[config.mk]
export PLATFORM = sky130hd
export DESIGN_NAME = serial_subtractor_flat
export DESIGN_NICKNAME = d
export VERILOG_FILES = /design/src/rtl/serial_arith_pkg.sv /design/src/rtl/serial_subtractor_if.sv /design/src/rtl/serial_subtractor_half.sv /design/src/rtl/serial_subtractor.sv /design/src/flat_wrapper.sv
export SDC_FILE = /design/constraint.sdc
export NUM_CORES = 1
export LEC_CHECK = 0
export BUFFER_PORTS_ARGS = -buffer_cell sky130_fd_sc_hd__buf_2
export CORE_ASPECT_RATIO = 1.25
export CORE_MARGIN = 2
export CORE_UTILIZATION = 51
export DETAILED_ROUTE_END_ITERATION = 10
export GPL_TIMING_DRIVEN = 0
export PLACE_DENSITY = 0.74
export SKIP_LAST_GASP = 1
export SLEW_MARGIN = 15
export SYNTH_ARGS = -nofsm -noshare
export SYNTH_HDL_FRONTEND = slang
export SYNTH_HIERARCHICAL = 1
export SYNTH_SLANG_ARGS = --single-unit
[constraint.sdc]
create_clock -name clk -period 1.35 [get_ports clk]
set_input_delay 0.27 -clock clk [delete_from_list [all_inputs] [get_ports clk]]
set_output_delay 0.27 -clock clk [all_outputs]
set_load 0.05 [all_outputs]
[src/rtl/serial_arith_pkg.sv]
// serial_arith_pkg: FSM state encodings shared by the bit-serial arithmetic blocks.
package serial_arith_pkg;
    typedef enum logic [1:0] {
        ST_IDLE = 2'd0,
        ST_RUN  = 2'd1,
        ST_DONE = 2'd2
    } state_e;
endpackage

[src/rtl/serial_subtractor_if.sv]
// serial_subtractor_if: operand and result valid/ready channels of the serial subtractor.
interface serial_subtractor_if #(parameter int WIDTH = 4);
    logic             in_valid;
    logic             in_ready;
    logic [WIDTH-1:0] in_a;
    logic [WIDTH-1:0] in_b;
    logic             out_valid;
    logic             out_ready;
    logic [WIDTH-1:0] out_diff;
    logic             out_borrow;
    modport master (output in_valid, in_a, in_b, out_ready,
                    input  in_ready, out_valid, out_diff, out_borrow);
    modport slave  (input  in_valid, in_a, in_b, out_ready,
                    output in_ready, out_valid, out_diff, out_borrow);
endinterface

[src/rtl/serial_subtractor_half.sv]
// half_subtractor: one-bit a-b giving difference and borrow-out.
module half_subtractor (
    input  logic a_i,
    input  logic b_i,
    output logic diff_o,
    output logic borrow_o
);
    assign diff_o   = a_i ^ b_i;
    assign borrow_o = ~a_i & b_i;
endmodule

[src/rtl/serial_subtractor.sv]
// serial_subtractor: LSB-first bit-serial unsigned A-B with valid/ready handshakes.
module serial_subtractor
    import serial_arith_pkg::*;
#(
    parameter int WIDTH = 4
) (
    input  logic                 clk,
    input  logic                 rst_n,
    serial_subtractor_if.slave   s
);
    localparam int CW = ($clog2(WIDTH + 1) < 1) ? 1 : $clog2(WIDTH + 1);
    state_e           state_q, state_d;
    logic [CW-1:0]    cnt_q, cnt_d;
    logic [WIDTH-1:0] a_sh_q, a_sh_d, b_sh_q, b_sh_d, res_q, res_d;
    logic             br_q, br_d, ob_q, ob_d;
    logic             d0, b0, d, b1, br_next;
    half_subtractor u_hs0 (.a_i(a_sh_q[0]), .b_i(b_sh_q[0]), .diff_o(d0), .borrow_o(b0));
    half_subtractor u_hs1 (.a_i(d0),        .b_i(br_q),      .diff_o(d),  .borrow_o(b1));
    assign br_next = b0 | b1;
    always_ff @(posedge clk or negedge rst_n) begin
        if (!rst_n) begin
            state_q <= ST_IDLE;
            cnt_q   <= '0;
            a_sh_q  <= '0;
            b_sh_q  <= '0;
            res_q   <= '0;
            br_q    <= 1'b0;
            ob_q    <= 1'b0;
        end else begin
            state_q <= state_d;
            cnt_q   <= cnt_d;
            a_sh_q  <= a_sh_d;
            b_sh_q  <= b_sh_d;
            res_q   <= res_d;
            br_q    <= br_d;
            ob_q    <= ob_d;
        end
    end
    always_comb begin
        state_d = state_q;
        cnt_d   = cnt_q;
        a_sh_d  = a_sh_q;
        b_sh_d  = b_sh_q;
        res_d   = res_q;
        br_d    = br_q;
        ob_d    = ob_q;
        case (state_q)
            ST_IDLE: if (s.in_valid) begin
                state_d = ST_RUN;
                a_sh_d  = s.in_a;
                b_sh_d  = s.in_b;
                br_d    = 1'b0;
                cnt_d   = '0;
            end
            ST_RUN: begin
                // concatenate-then-shift keeps WIDTH=1 free of reversed slices
                res_d  = WIDTH'({d, res_q} >> 1);
                a_sh_d = a_sh_q >> 1;
                b_sh_d = b_sh_q >> 1;
                br_d   = br_next;
                cnt_d  = cnt_q + CW'(1);
                if (cnt_q == CW'(WIDTH - 1)) begin
                    state_d = ST_DONE;
                    ob_d    = br_next;
                end
            end
            ST_DONE: state_d = s.out_ready ? ST_IDLE : ST_DONE;
            default: state_d = ST_IDLE;
        endcase
    end
    assign s.in_ready   = (state_q == ST_IDLE);
    assign s.out_valid  = (state_q == ST_DONE);
    assign s.out_diff   = res_q;
    assign s.out_borrow = ob_q;
endmodule
[src/flat_wrapper.sv]
// flat-port wrapper written by rule: the top's interface ports become plain ports
module serial_subtractor_flat import serial_arith_pkg::*;
#(
    parameter int WIDTH = 4
)
  (clk, rst_n, s_in_valid, s_in_a, s_in_b, s_out_ready, s_in_ready, s_out_valid, s_out_diff, s_out_borrow);
  serial_subtractor_if #(.WIDTH(WIDTH)) s_i ();
  input  logic clk;
  input  logic rst_n;
  input wire logic [$bits(s_i.in_valid)-1:0] s_in_valid;
  input wire logic [$bits(s_i.in_a)-1:0] s_in_a;
  input wire logic [$bits(s_i.in_b)-1:0] s_in_b;
  input wire logic [$bits(s_i.out_ready)-1:0] s_out_ready;
  output wire logic [$bits(s_i.in_ready)-1:0] s_in_ready;
  output wire logic [$bits(s_i.out_valid)-1:0] s_out_valid;
  output wire logic [$bits(s_i.out_diff)-1:0] s_out_diff;
  output wire logic [$bits(s_i.out_borrow)-1:0] s_out_borrow;
  assign s_i.in_valid = s_in_valid;
  assign s_i.in_a = s_in_a;
  assign s_i.in_b = s_in_b;
  assign s_i.out_ready = s_out_ready;
  assign s_in_ready = s_i.in_ready;
  assign s_out_valid = s_i.out_valid;
  assign s_out_diff = s_i.out_diff;
  assign s_out_borrow = s_i.out_borrow;
  serial_subtractor #(.WIDTH(WIDTH)) u_core (.clk(clk), .rst_n(rst_n), .s(s_i));
endmodule
# Yosys cells after proc, flatten, opt, wreduce, memory -nomap -nowiden
# Index checks and enable logic that the tools add are counted.
# word_totals
memories	0
out_inout_bits	7
mem_bits_ro	0
reg_bits	19
mem_bits_rw	0
latchBits	0
word_cells	37
# op_classes
n_mux	12
n_eq_ne	5
shifts	0
div	0
add_sub_neg	1
bitwise_logic	7
n_mul	0
magnitude_cmp	0
reduce_logical	5
# ops
operator	n
$pmux W4 S2	2
$mux W4	2
$mux W2	3
$pmux W2 S3	1
$pmux W3 S2	1
$reduce_and A2 Y1	3
$add A3 B1 Y3 const B	1
$eq A3 B2 Y1 const B	1
$mux W3	1
$and A1 B1 Y1	2
$eq A2 B1 Y1 const B	1
$eq A2 B2 Y1 const B	1
$logic_not A2 Y1	1
$ne A2 B1 Y1 const B	1
$ne A2 B2 Y1 const B	1
$not A1 Y1	2
$pmux W1 S2	1
$reduce_bool A2 Y1	1
$xor A1 B1 Y1	2
$mux W1	1
$or A1 B1 Y1	1

# Logic depth before layout (Yosys ltp)
# Gate-level depths: netlist of run 1.
# depth
word_depth	5
depth_mapped	8

# Modules after synthesis
# Netlist of run 1, hierarchy kept.
# modules_own_cells
module	instances	area_each_um2	seq_area_each_um2	cells_per_inst
serial_subtractor	1	859.6	475.5	89
half_subtractor	2	20.0	0.0	3

# Worst setup path before layout of run 1
# Ideal clock, no wire load.
# synth_timing
path_kind	register to output
from	reg u_core.state_q[1]
to	out s_out_valid
required_ns	1.080
stages_incl_launch_ff	4
t_arrival_ns	1.239
setup_slack_ns	-0.159
path_cell_list	dfrtp_1 > buf_4 > inv_1 > nor2_1
# synth_between
elab_chain_len	1
# synth_lines
element	line	source
start: declaration	serial_subtractor.sv:12	state_e state_q, state_d;
start signal: assignment	serial_subtractor.sv:30	state_q <= state_d;
$eq A2 B2 Y1	serial_subtractor.sv:72	assign s.out_valid = (state_q == ST_DONE);
end: declaration	flat_wrapper.sv:15	output wire logic [$bits(s_i.out_valid)-1:0] s_out_valid;
# No other way between the ends.

# Worst setup path after layout of run 1
# Ends and elaborated chain as after synthesis.

==> results.md, run 1 <==
* Ys async rst share at 100%
* Period utilization at 105%
* Reg2reg setup slack at -0.05 ns
* Vias/cell at 5.48
* Switch share at a little under half
* Syn Nets at 111
* Area growth, synth to finish at 26.0%
* Worst Hold Class: input port to flip-flop
* R2R depth at 6
* Worst setup SP type: flip-flop
* Maxcap violations at 0
* Post-synth top flop: dfrtp_1
* Hold Path Origin: s_out_ready
* Initial antenna violation count at 0
* Port bufs at 17
* Worst vdd ir at 1490 uV
* Number of synthesized flops with an enable pin at 0
* Num CTS Buffers at 3
* Syn Inst Count at 95
* Setup crit end kind: primary output
* Worst slew margin at between 70% and 80%
* CTS tree: yes
* Antenna-violating nets left at 0
* Synth warn at 6
* Fin Setup TNS at -0.121 ns
* P_int at between 1.5 and 2 mW
* Yosys cell types at 18
* Sequential fraction of the synthesis area at 52.9%
* Final nets at between 100 and 150
* N_diodes at 0
* Filler cells at 133
* Metal1 wirelength at a little under 900 um
* Crit Path Category: flip-flop to primary output
* Die Height at around 51 um
* CP max stage cell: dfrtp_1
* Reg power frac at 33.4%
* Peak Freq at slightly above 700 MHz
* Post-synth top cells: dfrtp_1 (19), nand2_1 (17), o22ai_1 (12)
* Placer Congestion at between 0.7 and 0.8
* Final Hold Fails at 0
* Final setup viols at 3
* Core area at approximately 0.0016 sq mm
* IO Count at 19
* Share of cells above drive strength 1 at between 30% and 40%
* # DRC at 0
* Top Layer Used: met4
* Psw at 1.38 mW
* Leakage at 0.571 nW
* GRT Total Usage at 19.7%
* Worst-path clk slew at between 0.1 and 0.15 ns
* Top-area cell type share of the netlist area at a little over half
* Status: complete, but fails checks
* Tightest Pin Transition at between 0.4 and 0.5 ns
* First-pass GRT wire length at between 3000 and 4000 um
* Mean Syn Cell Area at about 9.5 sq um
* Pin count of the biggest net entering global routing at 20
* Failing checks: setup timing
* Final slew viol count at 0
* Fin worst setup slack at -0.0610 ns
* Met3 wire len at roughly 57 um
* Die ar. at 0.00212 sq mm
* Synth Register Bits at 19
* Yosys top cell by area: dfrtp_1
* CP arrival at between 1 and 1.5 ns
* Via count at about 780
* Worst hold slack at between 0.1 and 0.15 ns
* Most common cell in the netlist: dfrtp_1
* Crit-path max FO at 3
* Hold path cells at 2
* Overall power at roughly 3 mW
* Clock latency on the worst-skew pair at between 0.2 and 0.3 ns
* Finished Core Util at between 60 and 70%
* Most frequent CP cell: buf_6
* Row count at 16
* Htree depth at 1
* Worst-case clock buffer depth at 2
* Worst Hold End: u_core/state_q[1]
* Minimum clock period after layout at 1.41 ns
* Half-perimeter wire length after placement at about 1300 um
* Grt ovf at 0
* Clock power frac at a little under a tenth
* Initial DRT Pass Iterations at 4
* WP buf/inv at 3
* DRT iter0 DRCs at 19
* Slowest stage delay, CP at between 0.3 and 0.4 ns
* Pwr per Cell Area at around 2600 mW/mm^2
* Cells along the critical path: buf_6 -> clkinvlp_4 -> nor2_2 -> buf_6
* # clock sinks at 19
* FF-to-FF End: u_core/b_sh_q[2]
* Vias in the first global route at between 700 and 800
* Combinational share of power at a little under three fifths
* Routed WL at 1980 um
* Initial Utilization at 55.5%
* Die Span X at between 40 and 50 um
* Worst EP required at approximately 1.1 ns
* Unrepaired setup endpoints after global routing: yes
* CP top delay family: flip-flops
* Worst Skew at 0.0105 ns
* Worst R2R Start: u_core/state_q[1]
* CTS root buf: clkbuf_4
* Wire per inst at approximately 14 um
* Synth Cell Area at around 900 sq um
* Synth area leaders: dfrtp_1 (53%), o22ai_1 (8.3%), nand2_1 (7.1%)
* Met2 wire length at approximately 1000 um
[worst max path at each step]
stage          cells after the start                  end              start
3_5_place_dp                       7  u_core/s.out_borrow   u_core/a_sh_q[0]
2_1_floorplan                      3          s_out_valid  u_core/state_q[1]
4_1_cts                            4          s_out_valid  u_core/state_q[1]
3_3_place_gp                       7  u_core/s.out_borrow   u_core/a_sh_q[0]
5_1_grt                            4          s_out_valid  u_core/state_q[1]
6_report                           4          s_out_valid  u_core/state_q[1]
[logic make-up (layout without fill, tap and decap cells)]
group	count (synthesis)	in the layout	share of synthesized area (%)
compound gates	33	33	20.9
simple gates	27	27	13.1
flops	19	19	52.9
buf+inv	12	42	7.65
fa+ha+maj	4	4	5.56
[placed cells by master, fill, tap and decap left out]
| cell type | count |
|---|---|
| a21oi_1 | 7 |
| a21oi_2 | 1 |
| a31oi_1 | 1 |
| and2b_1 | 1 |
| buf_2 | 17 |
| buf_4 | 8 |
| buf_6 | 5 |
| clkbuf_1 | 1 |
| clkbuf_4 | 3 |
| clkinvlp_4 | 1 |
| dfrtp_1 | 19 |
| dlygate4sd3_1 | 1 |
| ha_1 | 4 |
| inv_1 | 6 |
| nand2_1 | 17 |
| nand2b_1 | 1 |
| nand2b_2 | 1 |
| nor2_1 | 2 |
| nor2_2 | 2 |
| nor2_4 | 1 |
| nor2b_1 | 2 |
| o21ai_0 | 11 |
| o22ai_1 | 12 |
| o31ai_1 | 1 |
[area by class of cell]
cell class	count	area (sq um)	area share [%]
inverters	7	30.0	2.65
multi-input cells	64	368	32.5
repair buffers	26	165	14.6
clock buffers	4	26.3	2.32
plain buffers	5	46.3	4.08
flip-flops and latches	19	475	41.9
well taps	18	22.5	1.99
[metal layers]
layer	vias to the layer above	global-route usage (%)
met5	-	0
met4	0	8.06
met3	4	2.47
met2	15	33.6
met1	377	25.2
li1	387	-
[timing repair]
item,CTS,global route
gates cloned,0,1
endpoints found under the hold margin,19,0
hold buffers,1,0
pin swaps,0,3
setup endpoints to repair,3,5
setup buffers,4,3
resized for setup,6,2
[power groups by stage]
stage,sequential (mW),combinational [mW],clock [mW]
2_1_floorplan,1.22,0.932,0
3_3_place_gp,1.00,1.42,0
3_5_place_dp,1.02,1.47,0
4_1_cts,1.00,1.59,0.293
5_1_grt,1.03,1.89,0.318
6_report,0.999,1.71,0.285
[sequential cells by signal, indices dropped and copies added, names as in the netlist]
name                 count
u_core/a_sh_q            4
u_core/b_sh_q            4
u_core/s.out_diff        4
u_core/cnt_q             3
u_core/state_q           2
u_core/br_q              1
u_core/s.out_borrow      1
[through the flow]
step           area (sq um)  worst slack [ns]  cells
4_1_cts                1100           -0.0410    139
2_1_floorplan           905            0.0582     95
6_report               1130           -0.0610    143
3_3_place_gp           1010            0.0448    130
3_5_place_dp           1010            0.0155    130
5_1_grt                1130           -0.0906    143
No activity file was read; power rests on OpenSTA's default activity.
==> inputs of run 2 (changes only) <==
Settings changed: ABC_AREA from default to 1, CORE_UTILIZATION 51 to 52, GPL_ROUTABILITY_DRIVEN from default to 0, PLACE_DENSITY 0.74 to 0.76.
==> run 2 against run 1 <==
The run still ends with setup timing left. Synthesized cell count up 16%. Global-route usage up 2.0 points. Combinational power up 3%. Critical path type unchanged.
==> results.md, run 2 <==
* Status: complete, but fails checks
* Failing checks: setup timing
* Peak Freq at 724 MHz (+2.2%)
* Core area at 0.00160 sq mm (-1.2%)
* Worst slew margin at 72.8% (+1.6 points)
* Grt ovf at 0 (unchanged)
* Via count at 813 (+3.8%)
* CTS tree: yes
* Vias/cell at 5.18 (-5.4%)
* Syn Nets at 126 (+14%)
* IO Count at 19 (unchanged)
* Syn Inst Count at 110 (+16%)
* Clock power frac at 9.2% (-0.3 points)
* # DRC at 0 (unchanged)
* Num CTS Buffers at 3 (unchanged)
* Htree depth at 1 (unchanged)
* Fin Setup TNS at -0.0380 ns (+0.0826 ns)
* Top Usage Layer GRT: met2
* Met3 usage at 2.65% (+0.18 points)
* Final nets at 156 (+9.9%)
* Routed WL at 1960 um (-0.91%)
* Most frequent cells in the layout: nand2_1 (51), dfrtp_1 (18), buf_2 (16)
* Most common cell in the netlist: nand2_1
* Worst Hold Class: input port to flip-flop
* First-pass GRT wire length at 3080 um (-3.5%)
* Vias in the first global route at 751 (unchanged)
* Mean Syn Cell Area at 8.20 sq um (-13%)
* Worst Skew at 0.00287 ns (-0.00766 ns)
* Minimum clock period after layout at 1.38 ns (-0.0301 ns)
* Unrepaired setup endpoints after global routing: yes
* # clock sinks at 19 (unchanged)
* Crit Path Category: flip-flop to primary output
* Fin worst setup slack at -0.0309 ns (+0.0301 ns)
* Port bufs at 18 (+1)
* Period utilization at 102% (-2.2 points)
* Pin count of the biggest net entering global routing at 20 (unchanged)
* Initial antenna violation count at 0 (unchanged)
* DRT iter0 DRCs at 6 (-13)
* Sequential fraction of the synthesis area at 52.7% (-0.15 points)
* Met2 Resource Use GR at 37.8% (+4.2 points)
* GRT Total Usage at 21.7% (+2.0 points)
* Cells along the critical path: buf_6 -> inv_4 -> nand2_4 -> inv_2 -> buf_8
* Commonest non-fill, non-tap cell in the layout: nand2_1
* Initial Utilization at 56.3% (+0.85 points)
* Psw at 1.43 mW (+4.3%)
* CP top delay family: buffers and inverters
* Setup crit end kind: primary output
* Worst EP required at 1.08 ns (about the same)
* Post-synth top cells: nand2_1 (52), dfrtp_1 (19), inv_1 (10)
* Die Span X at 41.3 um (-0.75%)
* Worst setup SP type: flip-flop
* Tightest Pin Transition at 0.408 ns (-0.0235 ns)
* Crit-path max FO at 4 (+1)
* Final Hold Fails at 0 (unchanged)
* Clock latency on the worst-skew pair at 0.29 ns (about the same)
* CTS root buf: clkbuf_4
* Combinational share of power at 58.5% (+1.4 points)
* Maxcap violations at 0 (unchanged)
* Top-area cell type share of the netlist area at 52.7% (-0.15 points)
* Post-synth top flop: dfrtp_1
* Wire per inst at 12.5 um (-9.7%)
* Final slew viol count at 0 (unchanged)
* Pwr per Cell Area at 2600 mW/mm^2 (-1.3%)
* Final setup viols at 2 (-1)
* Row count at 16 (unchanged)
* Yosys cell types at 15 (-3)
* Share of cells above drive strength 1 at 29.5% (-1.7 points)
* Worst vdd ir at 1570 uV (+5.8%)
* Filler cells at 140 (+5.3%)
* Ys async rst share at 100% (unchanged)
* Worst-path clk slew at 0.10 ns (about the same)
* Die ar. at 0.00209 sq mm (-1.5%)
* Area growth, synth to finish at 28.0%
* Number of synthesized flops with an enable pin at 0 (unchanged)
* Switch share at 47.7% (+1.7 points)
* WP buf/inv at 4 (+1)
* P_int at 1.57 mW (-2.7%)
* Antenna-violating nets left at 0 (unchanged)
* CP arrival at 1.11 ns (-0.03 ns)
* Half-perimeter wire length after placement at 1310 um (+2.3%)
* Reg power frac at 32.3% (-1.1 points)
* Slowest stage delay, CP at 0.38 ns (about the same)
* Leakage at 0.659 nW (+15%)
* Yosys top cell by area: dfrtp_1
* Synth Register Bits at 19 (unchanged)
* M1 GR Usage at 24.6% (-0.67 points)
* Initial DRT Pass Iterations at 4 (unchanged)
* CP max stage cell: dfrtp_1
* Synth Cell Area at 902 sq um (+0.28%)
* Die Height at 50.6 um (-0.76%)
* Synth warn at 6 (unchanged)
* Worst hold slack at 0.166 ns (+0.0332 ns)
* Synth area leaders: dfrtp_1 (53%), nand2_1 (22%), ha_1 (5.5%)
* Worst-case clock buffer depth at 2 (unchanged)
* N_diodes at 0 (unchanged)
-- run 2: kinds of logic (layout without fill, tap and decap cells) --
family	after synthesis	in the layout	synth area share, %
AO/OA/AOI/OAI	10	10	6.38
buffers and inverters	14	43	7.49
adder cells (fa/ha/maj)	4	4	5.55
flip-flops	19	19	52.7
AND/OR/NAND/NOR	63	63	27.9
-- run 2: power by group through the flow --
| stage | registers (mW) | logic [mW] | clock network, mW |
|---|---|---|---|
| finish | 0.970 | 1.76 | 0.278 |
| global route | 0.999 | 1.93 | 0.308 |
| CTS | 0.962 | 1.63 | 0.291 |
| detailed placement | 0.963 | 1.47 | 0 |
| global placement | 0.954 | 1.42 | 0 |
| floorplan | 1.18 | 0.901 | 0 |
-- run 2: final timing paths --
path / startpoint / endpoint / slack, ns / cells past startpoint
min reg2reg: u_core/a_sh_q[3] / u_core/a_sh_q[3] / 0.48 / 2
max in group asynchronous: rst_n / u_core/state_q[1] / 0.61 / 2
max: u_core/state_q[0] / s_out_valid / -0.03 / 5
min: s_out_ready / u_core/state_q[1] / 0.17 / 2
min in group asynchronous: rst_n / u_core/cnt_q[0] / 0.43 / 2
max reg2reg: u_core/state_q[1] / u_core/s.out_borrow / -0.01 / 5
-- run 2: layer usage --
layer  vias up  routed length, um
li1        403                  -
met2        12               1020
met1       396                852
met5         -                  0
met3         2                 62
met4         0                 23
-- run 2: final cells by class --
type / count / area (sq um) / share of cell area [%]
Sequential cell: 19 / 477 / 41.3
Clock buffer: 4 / 26.3 / 2.28
Timing Repair Buffer: 25 / 161 / 14.0
Inverter: 11 / 43.8 / 3.79
Buffer: 3 / 30.0 / 2.60
Tap cell: 18 / 22.5 / 1.95
Multi-Input combinational cell: 77 / 394 / 34.1
-- run 2: per-stage QoR --
step | area, sq um | power, mW | util (%) | setup WS, ns | instances
finish | 1150 | 3.01 | 72.1 | -0.0309 | 157
global route | 1150 | 3.23 | 72.1 | -0.107 | 157
CTS | 1110 | 2.88 | 69.1 | -0.0265 | 154
detailed placement | 1020 | 2.43 | 63.5 | 0.0502 | 146
global placement | 1020 | 2.38 | 63.5 | 0.0690 | 146
floorplan | 905 | 2.08 | - | 0.0753 | 110
-- run 2: timing repair --
item,CTS,global route
resized for setup,12,6
pin swaps,1,4
hold endpoints to repair,19,0
endpoints found under the setup margin,2,10
buffers inserted,3,3
hold buffers,1,0
-- run 2: worst reg2reg max path, stage by stage (launching register included) --
cell     delay [ns]
dfrtp_2        0.47
inv_2          0.18
nand2_2        0.13
buf_6          0.16
o21ai_0        0.20
nand2_1        0.10
==> inputs of run 3 (changes only) <==
Settings changed: CORE_UTILIZATION 52 to 47, PLACE_DENSITY 0.76 to 0.72.
Clock period 1.35 ns to 1.1 ns, I/O delays scaled along.
==> run 3 against run 2 <==
The flow still finishes with violations (setup timing). Total power up 43%. Clock power rose by 28%. Wire length rose by 6.9%. Sequential share of layout area decreased by 4.9 points. Non-clock buffer count rose by 7. Largest power group unchanged. Register-to-register slack worse by 0.20 ns. Sequential power rose by 27%. Critical path depth stayed put. First-iteration DRC count rose to 4.2 times the previous value. Die area rose by 9.7%. Design area increased by 13%. Utilization up 1.1 points.
==> results.md, run 3 (synthesized netlist as in run 2, its figures left out) <==
* Cells along the critical path: buf_6 -> inv_4 -> nand2_4 -> clkinvlp_4 -> buf_8
* Status: complete, but fails checks
* Antenna-violating nets left at 0 (unchanged)
* Most frequent cells in the layout: nand2_1 (47), dfrtp_1 (18), buf_6 (12)
* Worst slew margin at 71.5% (-1.3 points)
* Filler cells at 140 (unchanged)
* Slowest stage delay, CP at 0.39 ns (about the same)
* CP Depth at 5 (unchanged)
* Peak Freq at about 750 MHz
* Worst-path clk slew at 0.12 ns (+0.02 ns)
* Design area at 0.00131 sq mm (+13%)
* Half-perimeter wire length after placement at 1250 um (-4.6%)
* GRT Total Usage at 20.0% (-1.7 points)
* Grt ovf at 0 (unchanged)
* Dpl cell area at 0.00103 sq mm (+1.2%)
* Unrepaired setup endpoints after global routing: yes
* R2R depth at 7 (+2)
* Worst EP required at 0.88 ns (-0.20 ns)
* Final slew viol count at 0 (unchanged)
* Routed WL at 2100 um (+6.9%)
* Setup crit end kind: primary output
* Pwr per Cell Area at 3290 mW/mm^2 (+26%)
* Minimum clock period after layout at approximately 1.3 ns
* Clock latency on the worst-skew pair at 0.30 ns (about the same)
* Initial Utilization at 50.5% (-5.8 points)
* Crit-path max FO at 3 (-1)
* WP buf/inv at 4 (unchanged)
* Num CTS Buffers at 3 (unchanged)
* Worst Hold Class: input port to flip-flop
* # clock sinks at 19 (unchanged)
* Die ar. at 0.00229 sq mm (+9.7%)
* Initial DRT Pass Iterations at 4 (unchanged)
* Inst Count DP at 147 (+0.68%)
* Vias in the first global route at 778 (+3.6%)
* Die Height at 53.0 um (+4.8%)
* # DRC at 0 (unchanged)
* Maxcap violations at 0 (unchanged)
* Register area at 477 sq um (unchanged)
* Via count at 821 (+0.98%)
* Fin Setup TNS at -3.28 ns (-3.25 ns)
* CTS tree: yes
* Final Hold Fails at 0 (unchanged)
* Worst setup SP type: flip-flop
* CP top delay family: flip-flops
* CP max stage cell: dfrtp_1
* Worst vdd ir at 1890 uV (+20%)
* Crit Path Category: flip-flop to primary output
* Core area at 0.00179 sq mm (+12%)
* Worst-case clock buffer depth at 2 (unchanged)
* Vias/cell at 4.98 (-3.9%)
* Worst hold slack at 0.0907 ns (-0.0750 ns)
* Wire per inst at 12.7 um (+1.8%)
* Htree depth at 1 (unchanged)
* CTS root buf: clkbuf_4
* Dpl ws at -0.186 ns (-0.236 ns)
* Share of cells above drive strength 1 at 39.0% (+9.5 points)
* Failing checks: setup timing
* Area growth, synth to finish at 45.1%
* Period utilization at 122%
* Initial antenna violation count at 0 (unchanged)
* First-pass GRT wire length at 3390 um (+10%)
* Row count at 17 (+1)
* Die Span X at 43.2 um (+4.7%)
* Leakage at 0.706 nW (+7.1%)
* Area occupied by multi-input gates at 435 sq um (+10%)
* DRT iter0 DRCs at 25 (+19)
* N_diodes at 0 (unchanged)
* CP arrival at 1.12 ns (about the same)
* IO Count at 19 (unchanged)
* Fin worst setup slack at -0.242 ns (-0.211 ns)
* Pin count of the biggest net entering global routing at 20 (unchanged)
* Port bufs at 18 (unchanged)
* Tightest Pin Transition at 0.428 ns (+0.0194 ns)
* Hold path cells at 2 (unchanged)
* Final nets at 163 (+4.5%)
* Worst Skew at 0.00866 ns (+0.00579 ns)
* Non-Filler Instances at 165 (+5.1%)
* Commonest non-fill, non-tap cell in the layout: nand2_1
* Final setup viols at 21 (+19)
-- run 3: layout make-up --
type / count / area share (%)
Sequential cell: 19 / 36.4
Multi-Input combinational cell: 77 / 33.3
Timing Repair Buffer: 32 / 20.2
Inverter: 11 / 3.63
Buffer: 3 / 2.58
Tap cell: 19 / 1.82
Clock buffer: 3 / 1.72
Clock inverter: 1 / 0.382
-- run 3: metrics by stage --
| stage | util (%) | power (mW) |
|---|---|---|
| floorplan | - | 2.58 |
| global placement | 57.6 | 2.96 |
| detailed placement | 57.6 | 3.00 |
| CTS | 67.9 | 3.89 |
| global route | 73.2 | 4.64 |
| finish | 73.2 | 4.31 |
-- run 3: path summary, 6_finish.rpt --
kind,from,end,slack [ns]
setup / recovery,u_core/state_q[0],s_out_valid,-0.24
hold / removal,s_out_ready,u_core/state_q[1],0.09
setup reg to reg,u_core/state_q[0],u_core/b_sh_q[0],-0.21
hold reg to reg,u_core/a_sh_q[2],u_core/a_sh_q[2],0.49
max in group asynchronous,rst_n,u_core/state_q[1],0.41
min in group asynchronous,rst_n,u_core/a_sh_q[2],0.37
-- run 3: timing repair --
item,4_1_cts,5_1_grt
setup buffers,6,5
hold buffers,1,0
gates cloned,1,1
gates resized for setup,30,16
setup endpoints to repair,24,26
hold endpoints to repair,19,0
pin swaps,3,9
-- run 3: metal layers --
metal / vias up / wire length, um / track usage [%]
li1: 417 / - / -
met1: 389 / 923 / 24.0
met2: 13 / 1090 / 35.6
met3: 2 / 72 / 2.39
met4: 0 / 10 / 9.09
met5: - / 0 / 0
-- run 3: power breakdown --
group          switching [mW]  leakage, nW  internal (mW)
Combinational            1.52        0.448           1.20
Sequential              0.223        0.240           1.01
Clock                   0.221       0.0177          0.135
